--- config.mk ---
export PLATFORM = sky130hd
export DESIGN_NAME = uart_tx_buffered
export DESIGN_NICKNAME = d
export VERILOG_FILES = /design/src/rtl/uart_tx_buffered.sv
export SDC_FILE = /design/constraint.sdc
export NUM_CORES = 1
export LEC_CHECK = 0
export ABC_CLOCK_PERIOD_IN_PS = 6800
export CORE_ASPECT_RATIO = 0.7
export CORE_MARGIN = 2
export CORE_UTILIZATION = 63
export DETAILED_ROUTE_END_ITERATION = 16
export HOLD_SLACK_MARGIN = 0.05
export PLACE_DENSITY_LB_ADDON = 0.25
export REMOVE_ABC_BUFFERS = 1
export SKIP_LAST_GASP = 1
export SYNTH_ARGS = -nofsm -noshare
export SYNTH_HDL_FRONTEND = slang
export SYNTH_SLANG_ARGS = --single-unit
--- constraint.sdc ---
create_clock -name clk -period 6.8 [get_ports clk]
set_clock_uncertainty 0.1 [all_clocks]
set_input_delay 1.36 -clock clk [delete_from_list [all_inputs] [get_ports clk]]
set_output_delay 1.36 -clock clk [all_outputs]
set_load 0.02 [all_outputs]
--- src/rtl/uart_tx_buffered.sv ---
// uart_tx_buffered: byte-wide UART transmitter (8N1, LSB first, idle-high)
// fed through a small circular FIFO, so bursty producers are decoupled from
// the serial bit rate.
//
// Optional feature macro: UART_TX_PARITY_EN
//   defined   -> an even-parity bit is sent between the data bits and the stop
//                bit (11-bit frame)
//   undefined -> plain 8N1 (10-bit frame)
//
// Ports:
//   clk         system clock, rising edge
//   rst         synchronous, active-high reset
//   data_in     byte to transmit
//   data_valid  data_in is valid this cycle
//   data_ready  FIFO can take a byte this cycle
//   tx          serial line output (registered, idle high)
//   busy        a frame is in flight or bytes are still queued
//   fifo_level  current FIFO occupancy
//
// Handshake: a byte is taken on the rising edge where data_valid && data_ready.
// data_ready is a flop that mirrors "FIFO not full". It has no combinational
// path from data_valid. The producer must hold data_valid (and data_in) until
// it sees data_ready.
module uart_tx_buffered #(
    parameter int CLK_FREQ   = 125000000,
    parameter int BAUD_RATE  = 230400,
    parameter int BIT_TIME   = CLK_FREQ / BAUD_RATE,
    parameter int FIFO_DEPTH = 4
) (
    input  logic                          clk,
    input  logic                          rst,
    input  logic [7:0]                    data_in,
    input  logic                          data_valid,
    output logic                          data_ready,
    output logic                          tx,
    output logic                          busy,
    output logic [$clog2(FIFO_DEPTH):0]   fifo_level
);

    localparam int AW = $clog2(FIFO_DEPTH);
    localparam int LW = AW + 1;
    localparam int CW = $clog2(BIT_TIME) + 1;

    localparam logic [CW-1:0] BIT_LAST   = CW'(BIT_TIME - 1);
    localparam logic [LW-1:0] FULL_LEVEL = LW'(FIFO_DEPTH);

    localparam logic [2:0] IDLE   = 3'd0;
    localparam logic [2:0] START  = 3'd1;
    localparam logic [2:0] DATA   = 3'd2;
`ifdef UART_TX_PARITY_EN
    localparam logic [2:0] PARITY = 3'd3;
`endif
    localparam logic [2:0] STOP   = 3'd4;

    // FIFO storage. It has no reset: the pointers and the level define which
    // entries are valid.
    logic [7:0]    mem_q [FIFO_DEPTH];
    logic [AW-1:0] wr_ptr_q, wr_ptr_d;
    logic [AW-1:0] rd_ptr_q, rd_ptr_d;
    logic [LW-1:0] level_q, level_d;
    logic          ready_q, ready_d;

    logic [2:0]    state_q, state_d;
    logic [CW-1:0] cnt_q, cnt_d;
    logic [2:0]    bit_idx_q, bit_idx_d;
    logic [7:0]    shift_q, shift_d;
    logic          tx_q, tx_d;
    logic          busy_q, busy_d;
`ifdef UART_TX_PARITY_EN
    logic          parity_q, parity_d;
`endif

    logic       push;
    logic       pop;
    logic       bit_done;
    logic [7:0] head;

    assign push     = data_valid && ready_q;
    assign bit_done = (cnt_q == BIT_LAST);
    assign head     = mem_q[rd_ptr_q];

    always_comb begin
        state_d   = state_q;
        bit_idx_d = bit_idx_q;
        shift_d   = shift_q;
        pop       = 1'b0;
        // The baud counter runs in every non-idle state and wraps at BIT_TIME.
        if (state_q == IDLE || bit_done) begin
            cnt_d = '0;
        end else begin
            cnt_d = cnt_q + 1'b1;
        end

        case (state_q)
            IDLE: begin
                if (level_q != '0) begin
                    pop       = 1'b1;
                    state_d   = START;
                    bit_idx_d = '0;
                    shift_d   = head;
                end
            end
            START: begin
                if (bit_done) state_d = DATA;
            end
            DATA: begin
                if (bit_done) begin
                    shift_d = {1'b0, shift_q[7:1]};
                    if (bit_idx_q == 3'd7) begin
                        bit_idx_d = '0;
`ifdef UART_TX_PARITY_EN
                        state_d   = PARITY;
`else
                        state_d   = STOP;
`endif
                    end else begin
                        bit_idx_d = bit_idx_q + 1'b1;
                    end
                end
            end
`ifdef UART_TX_PARITY_EN
            PARITY: begin
                if (bit_done) state_d = STOP;
            end
`endif
            STOP: begin
                if (bit_done) begin
                    // Chain straight into the next start bit when more bytes
                    // are queued, so back-to-back frames have no idle gap.
                    if (level_q != '0) begin
                        pop       = 1'b1;
                        state_d   = START;
                        bit_idx_d = '0;
                        shift_d   = head;
                    end else begin
                        state_d = IDLE;
                    end
                end
            end
            default: state_d = IDLE;
        endcase

`ifdef UART_TX_PARITY_EN
        // Even parity over the data byte, latched when the byte leaves the FIFO.
        parity_d = pop ? ^head : parity_q;
`endif

        // tx follows the registered state. This gives the one-cycle
        // pop-to-start-bit latency, and every bit lasts exactly BIT_TIME cycles.
        case (state_q)
            START:   tx_d = 1'b0;
            DATA:    tx_d = shift_q[0];
`ifdef UART_TX_PARITY_EN
            PARITY:  tx_d = parity_q;
`endif
            default: tx_d = 1'b1;
        endcase

        wr_ptr_d = push ? wr_ptr_q + 1'b1 : wr_ptr_q;
        rd_ptr_d = pop  ? rd_ptr_q + 1'b1 : rd_ptr_q;
        case ({push, pop})
            2'b10:   level_d = level_q + 1'b1;
            2'b01:   level_d = level_q - 1'b1;
            default: level_d = level_q;
        endcase
        ready_d = (level_d != FULL_LEVEL);

        // Including state_q keeps busy high until the tx flop has finished
        // driving the last stop bit. tx lags the state by one cycle.
        busy_d = (level_d != '0) || (state_d != IDLE) || (state_q != IDLE);
    end

    always_ff @(posedge clk) begin
        if (push) mem_q[wr_ptr_q] <= data_in;
    end

    always_ff @(posedge clk) begin
        if (rst) begin
            wr_ptr_q  <= '0;
            rd_ptr_q  <= '0;
            level_q   <= '0;
            ready_q   <= 1'b0;
            state_q   <= IDLE;
            cnt_q     <= '0;
            bit_idx_q <= '0;
            shift_q   <= '0;
            tx_q      <= 1'b1;
            busy_q    <= 1'b0;
`ifdef UART_TX_PARITY_EN
            parity_q  <= 1'b0;
`endif
        end else begin
            wr_ptr_q  <= wr_ptr_d;
            rd_ptr_q  <= rd_ptr_d;
            level_q   <= level_d;
            ready_q   <= ready_d;
            state_q   <= state_d;
            cnt_q     <= cnt_d;
            bit_idx_q <= bit_idx_d;
            shift_q   <= shift_d;
            tx_q      <= tx_d;
            busy_q    <= busy_d;
`ifdef UART_TX_PARITY_EN
            parity_q  <= parity_d;
`endif
        end
    end

    assign data_ready = ready_q;
    assign tx         = tx_q;
    assign busy       = busy_q;
    assign fifo_level = level_q;

endmodule
==> results of run 1 <==
[worst max-delay path, cell delays in order]
cell	delay [ns]
clkdlybuf4s50_1	0.55
nand2_1	0.13
ha_1	0.26
fa_1	0.40
xnor2_1	0.20
nor2_1	0.07
xor2_1	0.15
nor2b_1	0.13
[state kept, by name (all words and copies together), names as in the netlist, 2 cells and up, named ones only]
register and count:
bit_idx_q 3, cnt_q 11, fifo_level 3, mem_q 32, rd_ptr_q 2, shift_q 8, state_q 3, wr_ptr_q 2
[placed cells by master, fill, tap and decap left out, drive strengths merged, types with 4 or more instances in the layout]
cell type	instances
a211oi	15
a21oi	7
and3	7
clkbuf	10
clkdlybuf4s50	16
clkinv	5
dfxtp	37
edfxtp	32
ha	9
inv	13
mux2	8
mux2i	4
mux4	8
nand2	11
nand3	5
nand4	6
nor2	20
nor3	4
xor2	10
[Yosys cell counts, drive strengths merged (2+ instances only)]
library cell | instances | share of area
nand4 | 6 | 0.015
nand3 | 5 | 0.0084
nor2 | 20 | 0.025
o21ai | 2 | 0.0034
nor3b | 3 | 0.011
and3 | 7 | 0.015
inv | 13 | 0.016
xnor2 | 3 | 0.0088
xor2 | 10 | 0.029
mux2i | 4 | 0.013
dfxtp | 37 | 0.25
clkbuf | 6 | 0.0075
mux2 | 8 | 0.030
a211oi | 15 | 0.038
a31oi | 2 | 0.0063
nor3 | 4 | 0.0067
mux4 | 8 | 0.060
nand2b | 3 | 0.0063
nand2 | 11 | 0.014
nor2b | 2 | 0.0042
ha | 9 | 0.038
buf | 7 | 0.016
or3 | 3 | 0.0063
edfxtp | 32 | 0.32
a21oi | 7 | 0.012
[layer usage]
layer,global-route usage,share of wire,vias up
met2,0.331,0.45,44
met3,0.0871,0.055,6
met1,0.319,0.48,898
li1,-,-,901
met4,0.0759,0.013,0
met5,0,0,-
[per-stage QoR]
stage,cells,util,hold slack [ns],worst slack (ns)
4_1_cts,312,0.741,0.358,3.67
3_5_place_dp,296,0.705,0.345,3.29
3_3_place_gp,296,0.705,0.342,3.40
2_1_floorplan,225,-,0.322,4.04
6_report,312,0.741,0.355,3.65
5_1_grt,312,0.741,0.370,3.55
[how the worst max path moves through the flow]
stage	start	endpoint	slack (ns)	cells past startpoint
finish	data_valid	fifo_level[2]$_SDFF_PP0_	3.65	8
global route	data_valid	data_ready$_SDFF_PP0_	3.55	8
CTS	data_valid	fifo_level[2]$_SDFF_PP0_	3.67	8
detailed placement	data_valid	fifo_level[2]$_SDFF_PP0_	3.29	8
global placement	data_valid	data_ready$_SDFF_PP0_	3.40	8
floorplan	data_valid	fifo_level[2]$_SDFF_PP0_	4.04	7
[report_power, final]
part	internal, mW	total [mW]	switching (mW)
combinational	0.163	0.330	0.167
clock	0.128	0.275	0.147
sequential	0.498	0.557	0.0591
[area by class of cell]
class | instances | area (um2)
multi-input cells | 143 | 1160
clock inverters | 6 | 30.0
clock buffers | 10 | 128
flip-flops and latches | 69 | 1700
repair buffers | 16 | 160
inverters | 13 | 48.8
well taps | 55 | 68.8
fillers | 305 | 1150
[kinds of logic after synthesis]
family          after synthesis
compound gates               32
xor+xnor                     13
fa+ha+maj                    10
buf+inv                      26
flops                        69
mux                          20
simple gates                 68
==> flow_metrics.env, run 1 <==
export IMPL_post_cts_setup_buffer_count=0
export IMPL_rsz_0062_raised_after_global_routing="false"
export IMPL_numClockSinks=69
export IMPL_synth_top_family_by_area="simple AND/OR/NAND/NOR gates"
export IMPL_row_count=20
export IMPL_die_area_um2=5310
export IMPL_vdd_drop_max_uv=281
export IMPL_worst_slew_pin_transition_ns=1.03
export IMPL_final_net_count=273
export IMPL_grt_overflow_total=0
export IMPL_period_share=0.463
export IMPL_syn2layout_area_growth_pct=10.6
export IMPL_finished_cell_area_um2=3300
export IMPL_mappedNetlistArea_um2=2980
export IMPL_worst_hold_startpoint="shift_q[1]$_SDFFE_PP0P_"
export IMPL_critPathArrivalTime_ns=3.25
export IMPL_ys_flop_type="dfxtp_1"
export IMPL_first_global_vias=1754
export IMPL_synth_warnings=0
export IMPL_number_of_buffers_added_by_the_clock_tree_synthesis_step=9
export IMPL_synthAdderAreaFrac=0.0445
export IMPL_port_buffer_count=16
export IMPL_largest_net_degree_at_the_start_of_global_routing=30
export IMPL_gr_usage_all_layers=0.227
export IMPL_synth_xor_area_share=0.0382
export IMPL_end_kind="register"
export IMPL_chipWidth_um=86.2
export IMPL_drc=0
export IMPL_synthDistinctLibCells=40
export IMPL_timing_fmax_ghz=0.317
export IMPL_seq_area_frac_synth=0.570
export IMPL_finalSetupViolCount=0
export IMPL_totalPowerFinal_mw=1.16
export IMPL_placedInstanceArea_um2=3140
export IMPL_hold_path_end="shift_q[1]$_SDFFE_PP0P_"
export IMPL_worst_r2r_path_depth=11
export IMPL_ys_async_sr_fraction=0
export IMPL_worstSkewPairLatency_ns=0.35
export IMPL_post_cts_hold_fix_bufs=0
export IMPL_timing_setup_tns_ns=0
export IMPL_post_route_cells_drive_above_1_share=0.136
export IMPL_floorplan_initialDensity=0.670
export IMPL_route_vias_total=1849
export IMPL_cp_required_ns=6.90
export IMPL_number_of_synthesized_flops_with_an_enable_pin=32
export IMPL_grt_pass1_wl_mm=8.70
export IMPL_cts_tree="yes"
export IMPL_reg2reg_slack_ns=3.95
export IMPL_cts_max_level=3
export IMPL_max_cap_violations=0
export IMPL_antenna_violating_nets_post_route=0
export IMPL_power_density_cell_area_nw_per_um2=352
export IMPL_drt_wirelength_per_cell_um=16.8
export IMPL_top_level_ports=17
export IMPL_period_minus_slack_ns=3.15
export IMPL_detailedRoute_firstPassIterationCount=4
export IMPL_diodes=0
export IMPL_start_kind="input port"
export IMPL_worst_slew_margin_rel=0.309
export IMPL_hold_viol=0
export IMPL_worst_setup_hold_path_clk_slew_ns=0.07
export IMPL_dieHeight_um=61.6
export IMPL_floorplan_core_area_um2=4450
export IMPL_drtIter0Drc=137
export IMPL_power_leakage_nw=1.17
export IMPL_worstHoldPathType="register to register"
export IMPL_grt_antenna_before_repair=0
export IMPL_worst_hold_path_num_cells=2
export IMPL_netlist_instances=238
export IMPL_yosys_area_share_simple=0.128
export IMPL_gp_congestion=0.766
export IMPL_maxSlewViolCount=0
export IMPL_end_of_the_worst_register_to_register_path="fifo_level[2]$_SDFF_PP0_"
export IMPL_cts_root_to_sink_buffers=2
export IMPL_cts_resized_gates=0
export IMPL_synth_compound_area_frac=0.0751
export IMPL_mux_cell_area_share_after_synthesis=0.104
export IMPL_status="finished clean"
export IMPL_worst_setup_path_type="input port to register"
export IMPL_clockRootBuffer="clkbuf_8"
export IMPL_timing_rr_start="cnt_q[1]$_SDFF_PP0_"
export IMPL_hpwl_mm=3.61
export IMPL_critPathMaxFanout=6
export IMPL_avgViaCountPerCell=5.93
export IMPL_synth_area_per_cell_um2=12.5
export IMPL_ys_ff_latch=69
export IMPL_drt_wirelength_mm=5.23
Note: power is estimated with default switching activity, not from simulation.
==> run 2: changes to the inputs <==
ABC_CLOCK_PERIOD_IN_PS = 2700   (was 6800)
CORE_UTILIZATION = 53   (was 63)
clock period = 2.7 ns   (was 6.8 ns; I/O delays follow)
==> run 2 against run 1 <==
Worst setup slack worse by 3.3 ns. Worst hold slack better by 0.0042 ns. Critical path depth is 3 higher. Clock-buffer cell count stayed put. Critical endpoint unchanged. Largest cell class unchanged. Largest power group unchanged.
==> flow_metrics.env, run 2 (synthesized netlist as in run 1, its figures left out) <==
export IMPL_rsz_0062_raised_after_global_routing="false"
export IMPL_row_count=22
export IMPL_top_layer_used="met4"
export IMPL_reg_largest_list="mem_q: 32 flops, cnt_q: 11 flops, shift_q: 8 flops"
export IMPL_cts_max_level=3
export IMPL_diodes=0
export IMPL_power_density_cell_area_nw_per_um2=939
export IMPL_finalSetupViolCount=0
export IMPL_floorplan_core_area_um2=5340
export IMPL_cp_required_ns=2.87
export IMPL_commonest_non_fill_non_tap_cell_in_the_layout="dfxtp_1"
export IMPL_internal_power_mw=2.30
export IMPL_antenna_violating_nets_post_route=0
export IMPL_power_frac_comb=0.268
export IMPL_cts_tree="yes"
export IMPL_route_vias_total=1834
export IMPL_final_net_count=280
export IMPL_worst_setup_path_type="register to register"
export IMPL_dieHeight_um=66.8
export IMPL_sw_frac_of_total=0.290
export IMPL_start_kind="register"
export IMPL_vdd_drop_max_uv=527
export IMPL_worst_slew_pin_transition_ns=0.620
export IMPL_p_seq_frac=0.427
export IMPL_gp_congestion=0.758
export IMPL_number_of_buffers_added_by_the_clock_tree_synthesis_step=9
export IMPL_post_cts_hold_fix_bufs=0
export IMPL_timing_fmax_ghz=0.422
export IMPL_max_cap_violations=0
export IMPL_grt_overflow_total=0
export IMPL_reg2reg_slack_ns=0.33
export IMPL_critPathArrivalTime_ns=2.54
export IMPL_period_minus_slack_ns=2.37
export IMPL_port_buffer_count=16
export IMPL_route_met3_wl_um=205
export IMPL_first_global_vias=1822
export IMPL_worst_setup_hold_path_clk_slew_ns=0.07
export IMPL_filler_cell_count=416
export IMPL_worstSkewPairLatency_ns=0.34
export IMPL_cts_root_to_sink_buffers=2
export IMPL_power_clock_fraction=0.306
export IMPL_post_cts_setup_buffer_count=0
export IMPL_worstHoldPathType="register to register"
export IMPL_worst_hold_path_num_cells=2
export IMPL_worst_slew_margin_rel=0.586
export IMPL_die_area_um2=6250
export IMPL_worst_r2r_path_depth=11
export IMPL_chipWidth_um=93.7
export IMPL_top_level_ports=17
export IMPL_clockRootBuffer="clkbuf_8"
export IMPL_metal1_wirelength_mm=2.77
export IMPL_status="finished clean"
export IMPL_end_kind="register"
export IMPL_drtIter0Drc=146
export IMPL_critPathMaxFanout=4
export IMPL_gr_usage_all_layers=0.197
export IMPL_grt_pass1_wl_mm=8.94
export IMPL_timing_setup_tns_ns=0
export IMPL_met2RoutedLength_mm=2.42
export IMPL_post_route_cells_drive_above_1_share=0.167
export IMPL_maxSlewViolCount=0
export IMPL_largest_register_ff_count=32
export IMPL_power_leakage_nw=1.25
export IMPL_register_with_the_most_flip_flops="mem_q"
export IMPL_layout_cells_most_common_list="dfxtp_1 (37), edfxtp_1 (32), nor2_1 (20)"
export IMPL_power_switching_mw=0.941
export IMPL_largest_net_degree_at_the_start_of_global_routing=29
export IMPL_floorplan_initialDensity=0.559
export IMPL_drc=0
export IMPL_drt_wirelength_per_cell_um=16.1
export IMPL_numClockSinks=69
export IMPL_cts_resized_gates=0
export IMPL_period_share=0.878
export IMPL_drt_wirelength_mm=5.43
export IMPL_final_instance_count_excl_fill=336
export IMPL_detailedRoute_firstPassIterationCount=4
export IMPL_avgViaCountPerCell=5.46
export IMPL_syn2layout_area_growth_pct=15.8
export IMPL_grt_antenna_before_repair=0
export IMPL_hold_viol=0
export IMPL_final_core_utilization=0.647
export IMPL_hpwl_mm=3.75
export IMPL_numPlacedInstances=320
-- run 2: per-stage QoR --
stage               setup slack (ns)  hold WS [ns]  total power [mW]  cell area, um2
finish                         0.330         0.360              3.24            3450
global route                   0.145         0.381              3.43            3450
CTS                            0.330         0.361              3.27            3450
detailed placement             0.117         0.350              2.28            3220
global placement               0.158         0.340              2.25            3220
floorplan                      0.257         0.322              1.99            2910
-- run 2: metal layers --
layer,vias up,track usage
met5,-,0
met4,0,0.0851
met3,2,0.0724
li1,917,-
met2,37,0.280
met1,878,0.273
-- run 2: layout make-up --
class | count | area [um2] | area share
Sequential cell | 69 | 1700 | 0.493
Clock buffer | 10 | 128 | 0.0369
Clock inverter | 6 | 111 | 0.0322
Timing Repair Buffer | 23 | 213 | 0.0616
Multi-Input combinational cell | 143 | 1160 | 0.336
Inverter | 13 | 48.8 | 0.0141
Tap cell | 72 | 90.1 | 0.0261
-- run 2: power groups by stage --
| stage | clock, mW | combinational [mW] | sequential (mW) |
|---|---|---|---|
| global route | 1.06 | 0.963 | 1.41 |
| floorplan | 0 | 0.571 | 1.42 |
| CTS | 1.01 | 0.874 | 1.39 |
| detailed placement | 0 | 0.869 | 1.41 |
| finish | 0.991 | 0.868 | 1.38 |
| global placement | 0 | 0.841 | 1.41 |
-- run 2: critical path, cell delays in order, from the launching register on --
cell	delay, ns
dfxtp_1	0.33
inv_1	0.05
ha_1	0.16
nor3b_2	0.19
a31oi_2	0.22
nor2_1	0.09
ha_1	0.22
fa_1	0.39
xnor2_1	0.13
nor2_1	0.11
xor2_1	0.18
nor2b_1	0.14
-- run 2: worst paths after layout --
path | startpoint | end
max | cnt_q[1]$_SDFF_PP0_ | fifo_level[2]$_SDFF_PP0_
min | shift_q[1]$_SDFFE_PP0P_ | shift_q[1]$_SDFFE_PP0P_
max reg2reg | cnt_q[1]$_SDFF_PP0_ | fifo_level[2]$_SDFF_PP0_
min reg2reg | shift_q[1]$_SDFFE_PP0P_ | shift_q[1]$_SDFFE_PP0P_
